<file path="src/rtl/nn_layer_sequencer.sv">
// -----------------------------------------------------------------------------
// nn_layer_sequencer
//
// Steps the shared neuron datapath through one forward pass. It visits every
// hidden neuron and then every output neuron. For each neuron it presents the
// weight-RAM base address, waits out the RAM latency, and then latches the
// neuron result into a result bank. The caller sees a start/busy/done
// handshake.
//
// Ports
//   Clock        in   rising-edge clock
//   Rst          in   asynchronous active-low reset
//   start        in   begin a pass (only looked at in IDLE)
//   abort        in   synchronous cancel of a running pass
//   neuron_out   in   DW     result from the shared neuron datapath
//   wt_addr      out  AW     weight-RAM base address of the current neuron
//   layer_sel    out  1      0 = hidden layer, 1 = output layer
//   neuron_idx   out  3      neuron index within the current layer
//   busy         out  1      pass in progress
//   done         out  1      one-cycle completion pulse
//   hid_vals     out  N_HID*DW  hidden results, slot i at [i*DW +: DW]
//   out_vals     out  N_OUT*DW  output results, same packing
//   pass_cycles  out  16     busy cycles of the current/last pass
//                            (present only when SEQ_PERF_CNT_EN is defined)
//
// Build option: define SEQ_PERF_CNT_EN to add the pass_cycles counter.
//
// State table
//   state  | meaning
//   IDLE   | waiting for start, outputs parked at 0
//   ADDR   | wt_addr presented for the current neuron
//   WAIT   | RAM latency countdown, wt_addr held
//   CAPT   | neuron_out latched into the result bank
//   DONE   | one-cycle done pulse, then back to IDLE
// -----------------------------------------------------------------------------
module nn_layer_sequencer #(
  parameter int N_IN     = 10,
  parameter int N_HID    = 5,
  parameter int N_OUT    = 3,
  parameter int HID_BASE = 0,
  parameter int OUT_BASE = 50,
  parameter int RAM_LAT  = 1,
  parameter int AW       = 7,
  parameter int DW       = 10
) (
  input  logic                Clock,
  input  logic                Rst,
  input  logic                start,
  input  logic                abort,
  input  logic [DW-1:0]       neuron_out,
  output logic [AW-1:0]       wt_addr,
  output logic                layer_sel,
  output logic [2:0]          neuron_idx,
  output logic                busy,
  output logic                done,
  output logic [N_HID*DW-1:0] hid_vals,
  output logic [N_OUT*DW-1:0] out_vals
`ifdef SEQ_PERF_CNT_EN
  ,
  output logic [15:0]         pass_cycles
`endif
);

  typedef enum logic [2:0] {
    S_IDLE,
    S_ADDR,
    S_WAIT,
    S_CAPT,
    S_DONE
  } state_t;

  localparam int WCW = (RAM_LAT > 1) ? $clog2(RAM_LAT) : 1;
  localparam logic [WCW-1:0] WAIT_LOAD = WCW'(RAM_LAT - 1);

  localparam logic [2:0]    LAST_HID   = 3'(N_HID - 1);
  localparam logic [2:0]    LAST_OUT   = 3'(N_OUT - 1);
  localparam logic [AW-1:0] HID_BASE_A = AW'(HID_BASE);
  localparam logic [AW-1:0] OUT_BASE_A = AW'(OUT_BASE);
  localparam logic [AW-1:0] N_IN_A     = AW'(N_IN);
  localparam logic [AW-1:0] N_HID_A    = AW'(N_HID);

  state_t               state_q, state_d;
  logic [WCW-1:0]       wait_q, wait_d;
  logic [AW-1:0]        addr_q, addr_d;
  logic                 layer_q, layer_d;
  logic [2:0]           idx_q, idx_d;
  logic                 busy_q, busy_d;
  logic                 done_q, done_d;
  logic [N_HID*DW-1:0]  hid_q, hid_d;
  logic [N_OUT*DW-1:0]  out_q, out_d;
  logic                 run_abort;
  logic                 start_acc;

  // Abort only matters while a pass is running; in IDLE it also masks start.
  assign run_abort = abort && ((state_q == S_ADDR) || (state_q == S_WAIT) ||
                               (state_q == S_CAPT));
  assign start_acc = (state_q == S_IDLE) && start && !abort;

  always_comb begin
    state_d = state_q;
    wait_d  = wait_q;
    addr_d  = addr_q;
    layer_d = layer_q;
    idx_d   = idx_q;
    hid_d   = hid_q;
    out_d   = out_q;
    busy_d  = 1'b0;
    done_d  = 1'b0;

    case (state_q)
      S_IDLE: begin
        if (start_acc) begin
          state_d = S_ADDR;
          layer_d = 1'b0;
          idx_d   = 3'd0;
        end
      end
      S_ADDR: begin
        state_d = S_WAIT;
        wait_d  = WAIT_LOAD;
      end
      S_WAIT: begin
        if (wait_q == '0) begin
          state_d = S_CAPT;
        end else begin
          wait_d = wait_q - 1'b1;
        end
      end
      S_CAPT: begin
        // An abort in this cycle also drops the capture.
        if (!abort) begin
          if (!layer_q) begin
            for (int i = 0; i < N_HID; i++) begin
              if (idx_q == 3'(i)) hid_d[i*DW +: DW] = neuron_out;
            end
          end else begin
            for (int i = 0; i < N_OUT; i++) begin
              if (idx_q == 3'(i)) out_d[i*DW +: DW] = neuron_out;
            end
          end
        end
        if (!layer_q && (idx_q == LAST_HID)) begin
          layer_d = 1'b1;
          idx_d   = 3'd0;
          state_d = S_ADDR;
        end else if (layer_q && (idx_q == LAST_OUT)) begin
          state_d = S_DONE;
        end else begin
          idx_d   = idx_q + 3'd1;
          state_d = S_ADDR;
        end
      end
      S_DONE: begin
        state_d = S_IDLE;
      end
      default: begin
        state_d = S_IDLE;
      end
    endcase

    if (run_abort) begin
      state_d = S_IDLE;
    end

    // Outputs are registered, so they are derived from the next state.
    case (state_d)
      S_ADDR: begin
        busy_d = 1'b1;
        if (layer_d) begin
          addr_d = OUT_BASE_A + AW'(idx_d) * N_HID_A;
        end else begin
          addr_d = HID_BASE_A + AW'(idx_d) * N_IN_A;
        end
      end
      S_WAIT, S_CAPT: begin
        busy_d = 1'b1;
      end
      default: begin
        // IDLE and DONE park the address, layer and index at 0.
        addr_d  = '0;
        layer_d = 1'b0;
        idx_d   = 3'd0;
        done_d  = (state_d == S_DONE);
      end
    endcase
  end

  always_ff @(posedge Clock or negedge Rst) begin
    if (!Rst) begin
      state_q <= S_IDLE;
      wait_q  <= '0;
      addr_q  <= '0;
      layer_q <= 1'b0;
      idx_q   <= 3'd0;
      busy_q  <= 1'b0;
      done_q  <= 1'b0;
      hid_q   <= '0;
      out_q   <= '0;
    end else begin
      state_q <= state_d;
      wait_q  <= wait_d;
      addr_q  <= addr_d;
      layer_q <= layer_d;
      idx_q   <= idx_d;
      busy_q  <= busy_d;
      done_q  <= done_d;
      hid_q   <= hid_d;
      out_q   <= out_d;
    end
  end

  assign wt_addr    = addr_q;
  assign layer_sel  = layer_q;
  assign neuron_idx = idx_q;
  assign busy       = busy_q;
  assign done       = done_q;
  assign hid_vals   = hid_q;
  assign out_vals   = out_q;

`ifdef SEQ_PERF_CNT_EN
  logic [15:0] cyc_q, cyc_d;

  // busy_q is high for exactly the busy cycles of the pass, so counting on
  // it makes the value freeze by itself once DONE or an abort drops busy.
  always_comb begin
    cyc_d = cyc_q;
    if (start_acc) begin
      cyc_d = 16'd0;
    end else if (busy_q && (cyc_q != 16'hFFFF)) begin
      cyc_d = cyc_q + 16'd1;
    end
  end

  always_ff @(posedge Clock or negedge Rst) begin
    if (!Rst) begin
      cyc_q <= 16'd0;
    end else begin
      cyc_q <= cyc_d;
    end
  end

  assign pass_cycles = cyc_q;
`endif

endmodule
</file>
<file path="config.mk">
export PLATFORM = sky130hd
export DESIGN_NAME = nn_layer_sequencer
export DESIGN_NICKNAME = d
export VERILOG_FILES = /design/src/rtl/nn_layer_sequencer.sv
export SDC_FILE = /design/constraint.sdc
export NUM_CORES = 1
export LEC_CHECK = 0
export CAP_MARGIN = 40
export CELL_PAD_IN_SITES_DETAIL_PLACEMENT = 1
export CELL_PAD_IN_SITES_GLOBAL_PLACEMENT = 2
export CORE_ASPECT_RATIO = 0.7
export CORE_UTILIZATION = 35
export CTS_CLUSTER_SIZE = 28
export DETAILED_ROUTE_END_ITERATION = 8
export HOLD_SLACK_MARGIN = 0.1
export MAX_ROUTING_LAYER = met4
export PLACE_DENSITY_LB_ADDON = 0.25
export SETUP_SLACK_MARGIN = 0.1
export SLEW_MARGIN = 20
export SYNTH_ARGS = -nofsm -noshare
export SYNTH_HDL_FRONTEND = slang
export SYNTH_SLANG_ARGS = --single-unit
</file>
<file path="constraint.sdc">
create_clock -name Clock -period 5.4 [get_ports Clock]
set_input_delay 0.54 -clock Clock [delete_from_list [all_inputs] [get_ports Clock]]
set_output_delay 0.54 -clock Clock [all_outputs]
set_load 0.02 [all_outputs]
</file>
==> summary.txt <==
Status
  • Status: finished clean

Power
  • Total power: 1.61 mW
  • LEAKAGE: 2.60 nW
  • Max VDD drop: 0.000182 V
  • P per Cell Area: 292 nW/um^2

Cells and area
  • Number of nets in the layout: 414
  • # diodes: 0
  • Multi-input gate area: 1520 um^2
  • Area growth syn-to-layout: 38.2%
  • Share of cells above drive strength 1: 26.6%
  • Fillers: 1144
  • FF+latch area: 2400 um^2

Placed design
  • Gpl congestion: 0.756
  • Post-DP HPWL: 7.60 mm
  • PortBufs: 106

Setup path
  • R2r setup slk: 2140 ps
  • Req. time, crit path: 5630 ps
  • Setup CP Type: primary input to flip-flop
  • WP data arrival: 3650 ps
  • FF-to-FF End: wt_addr[3]
  • Critical path startpoint category: primary input
  • Worst r2r path cells: 9
  • Worst setup path startpoint: abort
  • CP Capture Type: flip-flop
  • CP Max Fanout: 8
  • Worst R2R Start: state_q[0]

GRT
  • Largest net degree at the start of global routing: 36
  • GRT overflow: 0
  • GRT Total Usage: 21.1%
  • Initial antenna violation count: 0
  • First-pass GRT wire length: 17.7 mm
  • Vias in the first global route: 2964

Routing
  • Final routed DRC violation total: 0
  • Vias per cell: 4.93
  • Via Count: 2699
  • DRT Pass-1 Iters: 4
  • Routed WL: 10.9 mm
  • Wirelength per Cell: 19.9 um
  • Post-DRT Antenna Nets: 0
  • Drt first-iter violations: 74

Job
  • Max cap viols: 0

Synthesis
  • Synth Warn #: 0
  • Synth unique cells: 41
  • Post-Syn Nets: 301
  • Post-Syn Area: 3980 um^2
  • Sequential area share after synthesis: 60.4%
  • Post-Synthesis Cells: 277
  • Number of synthesized register bits: 96
  • Syn Area/Cell: 14.4 um^2

Clock network
  • Hold_buf cts: 0
  • CTS tree: built
  • Clock Path Buffers: 2
  • CTS buffer count: 9
  • Post-CTS Setup Inserts: 0
  • CTS resizes: 0
  • H-tree depth: 3
  • Clock Sinks: 96
  • Clock transition at the registers of the reported paths: 70 ps
  • CTS root buf: clkbuf_16
  • Clk_lat worst skew: 340 ps

STA
  • Fin crit share: 63.3%
  • Final TNS setup: 0 ps
  • Min Clock Period, post-route: 3420 ps
  • Slew at the pin with the worst max-slew slack: 779 ps
  • Count of final setup violators: 0
  • Final hold vios: 0
  • Layout Skew: 4.98 ps
  • FMAX: 293 MHz
  • Worst relative slew slack: 47.9%
  • RSZ-0062 raised after global routing: false
  • Max-slew violations: 0

Floorplan
  • IO Pins: 107
  • Rows: 32
  • Starting Density: 36.0%
  • Die ar.: 11800 um^2
  • Die height: 91.2 um
  • Area of the core region: 11100 um^2
  • Die width: 129 um

Hold path
  • Worst min-delay path class: primary input to asynchronous set/reset pin
==> layout by cell type (no fill, tap or decap), drive strengths merged, types with 2 or more instances in the layout <==
cell type	synthesis	final
o31ai	2	2
clkbuf	4	10
mux2	82	82
a22o	2	2
clkdlybuf4s50	0	105
and2	6	6
nor2	6	6
inv	5	7
buf	4	5
nor2b	4	4
nand2	14	14
nand3	4	4
clkinv	0	2
dfrtp	96	96
and3	3	3
o21ai	5	5
nand3b	2	2
or2	2	2
nor3	4	4
ha	10	10
clkinvlp	0	2
a21oi	2	2
a32o	2	2
==> worst max path at each step <==
| stage | to | slack [ps] | cells past startpoint |
|---|---|---|---|
| CTS | wt_addr[3] | 2040 | 10 |
| global route | wt_addr[3] | 1830 | 10 |
| detailed placement | wt_addr[3] | 1690 | 10 |
| floorplan | wt_addr[3] | 2420 | 9 |
| finish | wt_addr[3] | 1980 | 10 |
| global placement | wt_addr[3] | 1800 | 10 |
==> where the power goes <==
group / internal, mW / switching (mW)
Sequential: 0.759 / 0.0268
Combinational: 0.109 / 0.118
Clock: 0.314 / 0.282
==> kinds of logic (layout without fill, tap and decap cells) <==
group / Yosys count / in the layout / share of synthesized area [%]
adder cells (fa/ha/maj): 10 / 10 / 3.14
multiplexers: 83 / 83 / 23.5
AND/OR/NAND/NOR: 50 / 50 / 6.70
flip-flops: 96 / 96 / 60.4
XOR/XNOR: 2 / 2 / 0.440
buffers and inverters: 13 / 131 / 1.48
AO/OA/AOI/OAI: 23 / 23 / 4.43
==> metrics by stage <==
step | worst slack [ps] | instances | utilization [%] | cell area [um^2] | hold slack [ps]
floorplan | 2420 | 277 | - | 3980 | 244
global placement | 1800 | 530 | 47.1 | 5200 | 486
detailed placement | 1690 | 532 | 47.3 | 5230 | 492
CTS | 2040 | 548 | 49.8 | 5500 | 116
global route | 1830 | 548 | 49.8 | 5500 | 131
finish | 1980 | 548 | 49.8 | 5500 | 116
==> Yosys cell counts <==
| master | instances | area (um^2) |
|---|---|---|
| o21ai_0 | 5 | 25.0 |
| nor3b_1 | 1 | 7.51 |
| o221ai_1 | 1 | 8.76 |
| and3b_1 | 1 | 8.76 |
| or2_1 | 1 | 6.26 |
| inv_1 | 5 | 18.8 |
| dfrtp_1 | 96 | 2400 |
| a22o_1 | 2 | 17.5 |
| a32o_1 | 2 | 20.0 |
| a21o_1 | 1 | 7.51 |
| or4b_4 | 1 | 13.8 |
| or2_0 | 1 | 6.26 |
| or3_1 | 1 | 6.26 |
| ha_1 | 10 | 125 |
| nand3_1 | 4 | 20.0 |
| a31oi_1 | 1 | 6.26 |
| xor2_1 | 1 | 8.76 |
| buf_6 | 1 | 11.3 |
| nor3_1 | 4 | 20.0 |
| buf_1 | 1 | 3.75 |
| o32ai_2 | 1 | 16.3 |
| a211o_1 | 1 | 8.76 |
| nand2_1 | 14 | 52.6 |
| nand2b_1 | 1 | 6.26 |
| o21ba_2 | 1 | 10.0 |
| buf_2 | 2 | 10.0 |
| nor2b_1 | 4 | 25.0 |
| nand3b_1 | 2 | 15.0 |
| o311ai_1 | 1 | 8.76 |
| a22oi_1 | 1 | 7.51 |
| nor2_1 | 6 | 22.5 |
| clkbuf_1 | 4 | 15.0 |
| o22ai_1 | 1 | 6.26 |
| xnor2_1 | 1 | 8.76 |
| mux2i_1 | 1 | 10.0 |
| mux2_2 | 82 | 923 |
| and2_1 | 6 | 37.5 |
| a221oi_1 | 1 | 8.76 |
| and3_1 | 3 | 18.8 |
| o31ai_1 | 2 | 15.0 |
| a21oi_1 | 2 | 10.0 |
==> per-layer routing <==
| layer | global-route usage [%] | up-vias | part of all wire (%) |
|---|---|---|---|
| li1 | - | 1213 | - |
| met1 | 27.7 | 1405 | 47 |
| met2 | 31.5 | 74 | 46 |
| met3 | 6.54 | 7 | 5.9 |
| met4 | 5.62 | 0 | 0.76 |
| met5 | - | - | 0 |
==> critical path, stage by stage <==
cell	delay, ps
clkdlybuf4s50_1	470
or4b_4	580
nor2_1	290
o32ai_2	240
ha_1	260
or3_1	380
and2_1	170
ha_1	260
mux2_2	260
a22o_1	200
==> state kept, by name, summed over array words and instances (netlist names) <==
name	count
busy	1
done	1
neuron_idx	3
state_q	3
out_vals	30
layer_sel	1
wt_addr	7
hid_vals	50
==> area by class of cell <==
| type | instances | area share [%] |
|---|---|---|
| inverter | 5 | 0.341 |
| clock buffer | 10 | 4.16 |
| clock inverter | 6 | 0.773 |
| multi-input combinational | 168 | 27.6 |
| tap | 153 | 3.48 |
| sequential | 96 | 43.7 |
| timing repair buffer | 110 | 20.0 |
No activity file was read; power rests on OpenSTA's default activity.
